--- src/rtl/pulse_qualifier.sv ---
// Qualifies pulses on an asynchronous receiver line: synchronise, reject runts, enforce dead time.
// Optional width measurement is built when PULSE_WIDTH_MEAS_EN is defined.
module pulse_qualifier #(
    parameter int SYNC_STAGES = 2,
    parameter int MIN_WIDTH   = 4,
    parameter int HOLDOFF     = 16,
    parameter int WIDTH_W     = 16
) (
    input  logic               clk_in,
    input  logic               rst_in,
    input  logic               sig_in,
    input  logic               enable_in,
    output logic               evt_out,
    output logic               glitch_out,
    output logic               busy_out,
    output logic [WIDTH_W-1:0] width_out,
    output logic               width_valid_out
);
    localparam int RUN_W  = $clog2(MIN_WIDTH + 1);
    localparam int HOLD_W = (HOLDOFF > 0) ? $clog2(HOLDOFF + 1) : 1;
    localparam logic [RUN_W-1:0]  RUN_MAX   = RUN_W'(MIN_WIDTH);
    localparam logic [HOLD_W-1:0] HOLD_LOAD = HOLD_W'(HOLDOFF);

    typedef enum logic [1:0] {IDLE, QUALIFY, ACTIVE, HOLD} state_e;

    state_e                 state_q, state_d;
    logic [SYNC_STAGES-1:0] sync_q;
    logic                   s_d_q;
    logic                   s;
    logic                   rise;
    logic [RUN_W-1:0]       run_q, run_d;
    logic [HOLD_W-1:0]      hold_q, hold_d;
    logic                   evt_q, evt_d;
    logic                   glitch_q, glitch_d;
    logic                   busy_q;

    assign s    = sync_q[SYNC_STAGES-1];
    assign rise = s & ~s_d_q;

    always_ff @(posedge clk_in or posedge rst_in) begin
        if (rst_in) begin
            sync_q   <= '0;
            s_d_q    <= 1'b0;
            state_q  <= IDLE;
            run_q    <= '0;
            hold_q   <= '0;
            evt_q    <= 1'b0;
            glitch_q <= 1'b0;
            busy_q   <= 1'b0;
        end else begin
            sync_q   <= {sync_q[SYNC_STAGES-2:0], sig_in};
            s_d_q    <= s;
            state_q  <= state_d;
            run_q    <= run_d;
            hold_q   <= hold_d;
            evt_q    <= evt_d;
            glitch_q <= glitch_d;
            busy_q   <= (state_d != IDLE);
        end
    end

    always_comb begin
        state_d  = state_q;
        run_d    = run_q;
        hold_d   = hold_q;
        evt_d    = 1'b0;
        glitch_d = 1'b0;
        if (!enable_in) begin
            state_d = IDLE;
            run_d   = '0;
            hold_d  = '0;
        end else begin
            case (state_q)
                IDLE: begin
                    if (rise) begin
                        state_d = QUALIFY;
                        run_d   = RUN_W'(1);
                    end
                end
                QUALIFY: begin
                    // A full run already counted qualifies even if the line has just dropped.
                    if (run_q == RUN_MAX) begin
                        evt_d   = 1'b1;
                        state_d = ACTIVE;
                    end else if (!s) begin
                        glitch_d = 1'b1;
                        state_d  = IDLE;
                        run_d    = '0;
                    end else begin
                        run_d = run_q + 1'b1;
                    end
                end
                ACTIVE: begin
                    if (!s) begin
                        run_d = '0;
                        if (HOLDOFF == 0) begin
                            state_d = IDLE;
                        end else begin
                            state_d = HOLD;
                            hold_d  = HOLD_LOAD;
                        end
                    end
                end
                HOLD: begin
                    if (hold_q == '0 || hold_q == HOLD_W'(1)) begin
                        state_d = IDLE;
                        hold_d  = '0;
                    end else begin
                        hold_d = hold_q - 1'b1;
                    end
                end
                default: state_d = IDLE;
            endcase
        end
    end

    assign evt_out    = evt_q;
    assign glitch_out = glitch_q;
    assign busy_out   = busy_q;

`ifdef PULSE_WIDTH_MEAS_EN
    localparam logic [WIDTH_W-1:0] WCNT_MAX = '1;

    logic [WIDTH_W-1:0] wcnt_q, wcnt_d;
    logic [WIDTH_W-1:0] width_q;
    logic               wvalid_q;
    logic               exit_active;

    assign exit_active = enable_in && (state_q == ACTIVE) && !s;

    always_comb begin
        wcnt_d = wcnt_q;
        if (!enable_in) begin
            wcnt_d = '0;
        end else if (state_q == IDLE) begin
            wcnt_d = rise ? WIDTH_W'(1) : '0;
        end else if ((state_q == QUALIFY || state_q == ACTIVE) && s && wcnt_q != WCNT_MAX) begin
            wcnt_d = wcnt_q + 1'b1;
        end
    end

    always_ff @(posedge clk_in or posedge rst_in) begin
        if (rst_in) begin
            wcnt_q   <= '0;
            width_q  <= '0;
            wvalid_q <= 1'b0;
        end else begin
            wcnt_q   <= wcnt_d;
            wvalid_q <= exit_active;
            if (exit_active) begin
                width_q <= wcnt_q;
            end
        end
    end

    assign width_out       = width_q;
    assign width_valid_out = wvalid_q;
`else
    assign width_out       = '0;
    assign width_valid_out = 1'b0;
`endif

endmodule

--- config.mk ---
export PLATFORM = sky130hd
export DESIGN_NAME = pulse_qualifier
export DESIGN_NICKNAME = d
export VERILOG_FILES = /design/src/rtl/pulse_qualifier.sv
export SDC_FILE = /design/constraint.sdc
export NUM_CORES = 1
export LEC_CHECK = 0
export BUFFER_PORTS_ARGS = -buffer_cell sky130_fd_sc_hd__buf_2
export CORE_ASPECT_RATIO = 0.6
export CORE_MARGIN = 10
export CORE_UTILIZATION = 48
export CTS_CLUSTER_DIAMETER = 120
export DETAILED_ROUTE_END_ITERATION = 7
export GPL_ROUTABILITY_DRIVEN = 0
export GPL_TIMING_DRIVEN = 1
export PLACE_DENSITY = 0.81
export REMOVE_ABC_BUFFERS = 1
export SLEW_MARGIN = 20
export SYNTH_ARGS = -nofsm -noshare
export SYNTH_HDL_FRONTEND = slang
export SYNTH_SLANG_ARGS = --single-unit
--- constraint.sdc ---
create_clock -name clk_in -period 2 [get_ports clk_in]
set_clock_uncertainty 0.2 [all_clocks]
set_input_delay 0.1 -clock clk_in [delete_from_list [all_inputs] [get_ports clk_in]]
set_output_delay 0.1 -clock clk_in [all_outputs]
set_load 0.02 [all_outputs]
; Word level (Yosys, flattened, before mapping)
; Index checks and enable logic that the tools add are counted.
[word_totals]
reg_bits = 16
latch_bits = 0
mem_bits_rw = 0
mem_bits_ro = 0
in_bits = 4
wordCells = 52
mem_count = 0
[op_classes]
addsub = 2
mul = 0
n_div = 0
order_cmp = 0
eq_ne = 10
shift = 0
mux = 24
bitwise = 2
reduce_logical = 6
[ops]
columns = op, n
row1 = $mux 3, 5
row2 = $mux 5, 3
row3 = $mux 2, 6
row4 = $pmux 5 s2, 1
row5 = $ne 3x3->1 const B, 3
row6 = $pmux 3 s3, 1
row7 = $pmux 2 s4, 1
row8 = $mux 1, 7
row9 = $eq 5x1->1 const B, 1
row10 = $logic_not 5->1, 1
row11 = $sub 5x1->5 const B, 1
row12 = $eq 2x2->1 const B, 2
row13 = $ne 4x1->1 const B, 1
row14 = $reduce_and 4->1, 1
row15 = $add 3x1->3 const B, 1
row16 = $eq 3x3->1 const B, 1
row17 = $ne 3x1->1 const B, 1
row18 = $eq 2x1->1 const B, 1
row19 = $logic_not 2->1, 1
row20 = $reduce_and 2->1, 1
row21 = $reduce_bool 2->1, 1
row22 = $and 1x1->1, 1
row23 = $logic_or 1x1->1, 1
row24 = $not 1->1, 1

; Logic depth before layout (Yosys ltp)
[depth]
depth_word = 6
mapped_depth = 7
mapped_depth_nobuf = 6

; Worst setup path before layout
; No wires, ideal clock.
[synth_path]
kind = reg2reg
startpoint = register state_q[1]
endpoint = register run_q[2]
setup_time_ps = 125
arrival_time_ps = 1667
required_ps = 1675
setup_slack_ps = 8
stages_incl_launch_ff = 7
n_path_buf = 1
synth_period_minus_slack_ps = 1992
path_cell_list = dfrtp_1 inv_1 ha_1 buf_2 and3_4 o41ai_4 mux2_4
[synth_between]
elab_chain_cells = 3
elab_cells_between_ends = 10
classes_between = eq/ne: 6 / mux: 2 / reduce/logical: 2
[synth_rtl]
columns = item, line
row1 = "start, declared", 26  ; state_e state_q, state_d;
row2 = "start signal, assigned", 53  ; state_q <= state_d;
row3 = "$eq 2x2->1, or another cell as far along", 73  ; case (state_q)
row4 = "$ne 4x1->1 (no line), or another cell as far along", n/a
row5 = $reduce_and 4->1 (no line) or $mux 3 (tied branches), n/a
row6 = "end signal, assigned", 54  ; run_q <= run_d;
row7 = "end, declared", 31  ; logic [RUN_W-1:0] run_q, run_d;
; Several ways; a longest one is shown, not always the timed one.
; A chain may end at the register's enable or synchronous reset.

; Final worst setup path
[layout_path]
startpoint = register state_q[1]
endpoint = register hold_q[3]
[layout_between]
elab_chain_cells = 3
elab_cells_between_ends = 7
classes_between = eq/ne: 4 / mux: 2 / reduce/logical: 1
[layout_rtl]
columns = item, line
row1 = $eq 2x2->1, 73
row2 = "$pmux 5 s2, or another cell as far along", 73
row3 = $mux 5 or $reduce_and 2->1 (tied branches), n/a
row4 = "end signal, assigned", 55  ; hold_q <= hold_d;
row5 = "end, declared", 32  ; logic [HOLD_W-1:0] hold_q, hold_d;
; Several ways; a longest one is shown, not always the timed one.

==> out/metrics.csv <==
metric,value,unit
Port Buf Inserts,6,
ANT nets after route,0,
detailed placement HPWL,1.64,mm
Fillers,191,
P_leak,0.611,nW
reg-to-reg setup timing slack,0.05,ns
largest net degree at the start of global routing,17,
Worst Path Buf+Inv,1,
CP Max Fanout,9,
CTS tree,built,
Max Cap Viol,0,
Tmin final,1.95,ns
worst skew pair latency,0.25,ns
Final Power,0.00133,W
starting DRC count in detailed routing,85,
row cnt,13,
Worst R2R Start,state_q[1],
area delta synth->final,11.9,%
Comb power frac,0.476,
post-synthesis compound-gate area fraction,0.161,
final count of negative-setup-slack endpoints,0,
status,"finished, final reports clean",
Ant. Diodes,0,
largest family of logic cells by synthesized area,simple AND/OR/NAND/NOR gates,
clock power share,0.212,
Starting Density,0.507,
WP data arrival,1.93,ns
adder-cell share of the synthesized area,0.102,
FF-to-FF path depth,6,
sw power,0.000502,W
Final period util,0.977,
Yosys reg bits,16,
via density per instance,5.00,
first-pass GRT wire length,3.57,mm
sw frac,0.379,
CTS sink count,16,
Via Count,760,
Wirelength per Cell,15.0,um
Die ar.,4690,um^2
CTS buffer count,3,
crit-path leading delay family,compound AO/OA/AOI/OAI gates,
"Seq/Total Area, Yosys",0.362,
Residual DRC,0,
slowest cell delay on critical path,0.39,ns
XOR/XNOR share of the synthesized area,0,
height of the die,57.2,um
Worst Hold Class,in -> reg,
CP endpoint kind,flop,
Global Route Usage Sum,0.0962,
Power Internal,0.000823,W
vias in the first global route,744,
Setup crit start kind,flop,
"commonest non-fill, non-tap cell in the layout",conb_1,
synthesized instance count,108,
Root Buffer,clkbuf_8,
final core occ,0.568,
Worst Hold Launch,enable_in,
Peak Freq,0.512,GHz
Max clock buf depth,2,
Setup CP Type,reg -> reg,
Crit Reg-Reg Endpoint,hold_q[3],
I/O Pins,24,
mux cell area share after synthesis,0.0509,
Critical Path RT,1.98,ns
crit-path cells,buf_4 -> ha_2 -> and2_4 -> o21a_2 -> o41a_1 -> o21ai_2,
Final nets,136,
layout cells sized above 1,0.254,
yosys warns,0,
end of the worst hold path,state_q[1],
Worst path slowest cell,dfrtp_1,
Post-Synth Simple-Gate Area,0.164,
"Hold Vio Cnt, Final",0,
Flop pwr share,0.312,
drt first pass iters,4,
clk slew on worst S/H paths,0.06,ns
core area,2180,um^2
Synth Cell Area,1110,um^2
number of H-tree levels,1,
grt ovf,0,
Avg Synthesized Cell Area,10.2,um^2
Max Transition Viols Final,0,
most frequent cells in the layout,"conb_1, dfrtp_1, ha_1, inv_1",
initial antenna violation count,0,
Synth cell types,40,
die width,82.0,um
Rel. slew slack,0.586,
final WL,2.27,mm
Power Dens Cells,1070,nW/um^2
WHS Path Cells,3,
Worst Tran Pin Value,0.621,ns
RSZ-0062 raised after global routing,true,
maximum VDD drop,0.000591,V
sequential cells by signal (all words and copies together), names as in the netlist:
signal	cells
busy_out	1
evt_out	1
glitch_out	1
hold_q	5
run_q	3
s_d_q	1
state_q	2
sync_q	2
kinds of logic (layout without fill, tap and decap cells):
group	after synthesis	count (layout)
buffers and inverters	27	25
other	1	17
muxes	5	5
DFF	16	16
and+or+nand+nor	31	31
adders and majority gates	9	9
AOI/OAI and AO/OA	19	19
how the worst max path moves through the flow:
stage	startpoint	to	slack, ns	cells past startpoint
after CTS	state_q[0]	hold_q[3]	0.02	6
final	state_q[1]	hold_q[3]	0.05	6
after global placement	state_q[0]	hold_q[3]	0.07	6
after floorplan	state_q[1]	run_q[2]	0.03	5
after global routing	state_q[0]	run_q[1]	-0.03	6
after detailed placement	state_q[0]	hold_q[3]	-0.001	6
per-stage QoR:
stage / std cells / hold WS (ns) / instance area [um^2] / setup WS [ns] / TNS, ns
after floorplan: 104 / -0.186 / 1020 / 0.0326 / 0
after CTS: 150 / 0.0134 / 1190 / 0.0181 / 0
after global placement: 144 / -0.00511 / 1120 / 0.0732 / 0
after detailed placement: 144 / -0.00162 / 1120 / -0.00119 / -0.00119
final: 152 / 0.0106 / 1240 / 0.0453 / 0
after global routing: 152 / 0.0319 / 1240 / -0.0303 / -0.0510
synthesized netlist by cell type:
cell type | number | area (um^2)
nor3_1 | 4 | 20.0
o21a_1 | 1 | 7.51
a21oi_1 | 3 | 15.0
buf_2 | 1 | 5.00
o31a_1 | 1 | 8.76
o41ai_4 | 1 | 27.5
and2_4 | 1 | 8.76
clkbuf_1 | 1 | 3.75
mux2i_1 | 3 | 30.0
nor2b_2 | 1 | 8.76
and3_4 | 1 | 11.3
and2b_2 | 1 | 8.76
ha_1 | 9 | 113
conb_1 | 1 | 3.75
o21ai_0 | 1 | 5.00
a21boi_0 | 1 | 7.51
nor3b_1 | 3 | 22.5
dfrtp_1 | 16 | 400
nand2_1 | 5 | 18.8
or4_1 | 1 | 7.51
buf_6 | 1 | 11.3
a21o_1 | 2 | 15.0
nand2b_1 | 3 | 18.8
nand3_1 | 2 | 10.0
o41a_1 | 1 | 11.3
inv_1 | 7 | 26.3
a211o_1 | 1 | 8.76
or2_1 | 1 | 6.26
nor2_1 | 5 | 18.8
o311ai_2 | 1 | 16.3
nor4b_1 | 1 | 8.76
mux2_4 | 1 | 15.0
o21bai_1 | 1 | 7.51
nand4_1 | 2 | 12.5
buf_4 | 17 | 128
o21ai_2 | 1 | 8.76
o31ai_1 | 2 | 15.0
a2111oi_2 | 1 | 15.0
mux2_2 | 1 | 11.3
a41oi_1 | 1 | 8.76
worst reg2reg max path, stage by stage, from the launching register on:
cell and delay, ns:
dfrtp_1 0.39, buf_4 0.16, ha_2 0.19, and2_4 0.17, o21a_2 0.27, o41a_1 0.39, o21ai_2 0.11
layout make-up:
type	instances	area, um^2	share of cell area
Sequential cell	16	400	0.324
Multi-Input combinational cell	81	623	0.504
Inverter	7	26.3	0.0212
Clock buffer	4	55.1	0.0445
Tap cell	30	37.5	0.0303
Timing Repair Buffer	14	95.1	0.0768
power by group through the flow:
stage | clock network [W] | registers (W) | logic, W
2_1_floorplan | 0 | 0.000422 | 0.000379
3_3_place_gp | 0 | 0.000417 | 0.000520
3_5_place_dp | 0 | 0.000421 | 0.000532
4_1_cts | 0.000290 | 0.000415 | 0.000543
5_1_grt | 0.000301 | 0.000422 | 0.000680
6_report | 0.000281 | 0.000414 | 0.000630
per-layer routing:
layer	vias to the layer above	part of all wire	global-route usage
met3	2	0.063	0.0375
met1	367	0.47	0.129
li1	371	-	-
met4	0	0.0044	0.0242
met2	20	0.46	0.140
met5	-	0	0
repair_timing:
item / CTS / global route
pin swaps: 0 / 1
endpoints found under the setup margin: 1 / 8
buffers inserted: 0 / 2
resized for setup: 1 / 5
hold buffers: 2 / 0
endpoints found under the hold margin: 17 / 0
Power figures use the tool's default switching activity.
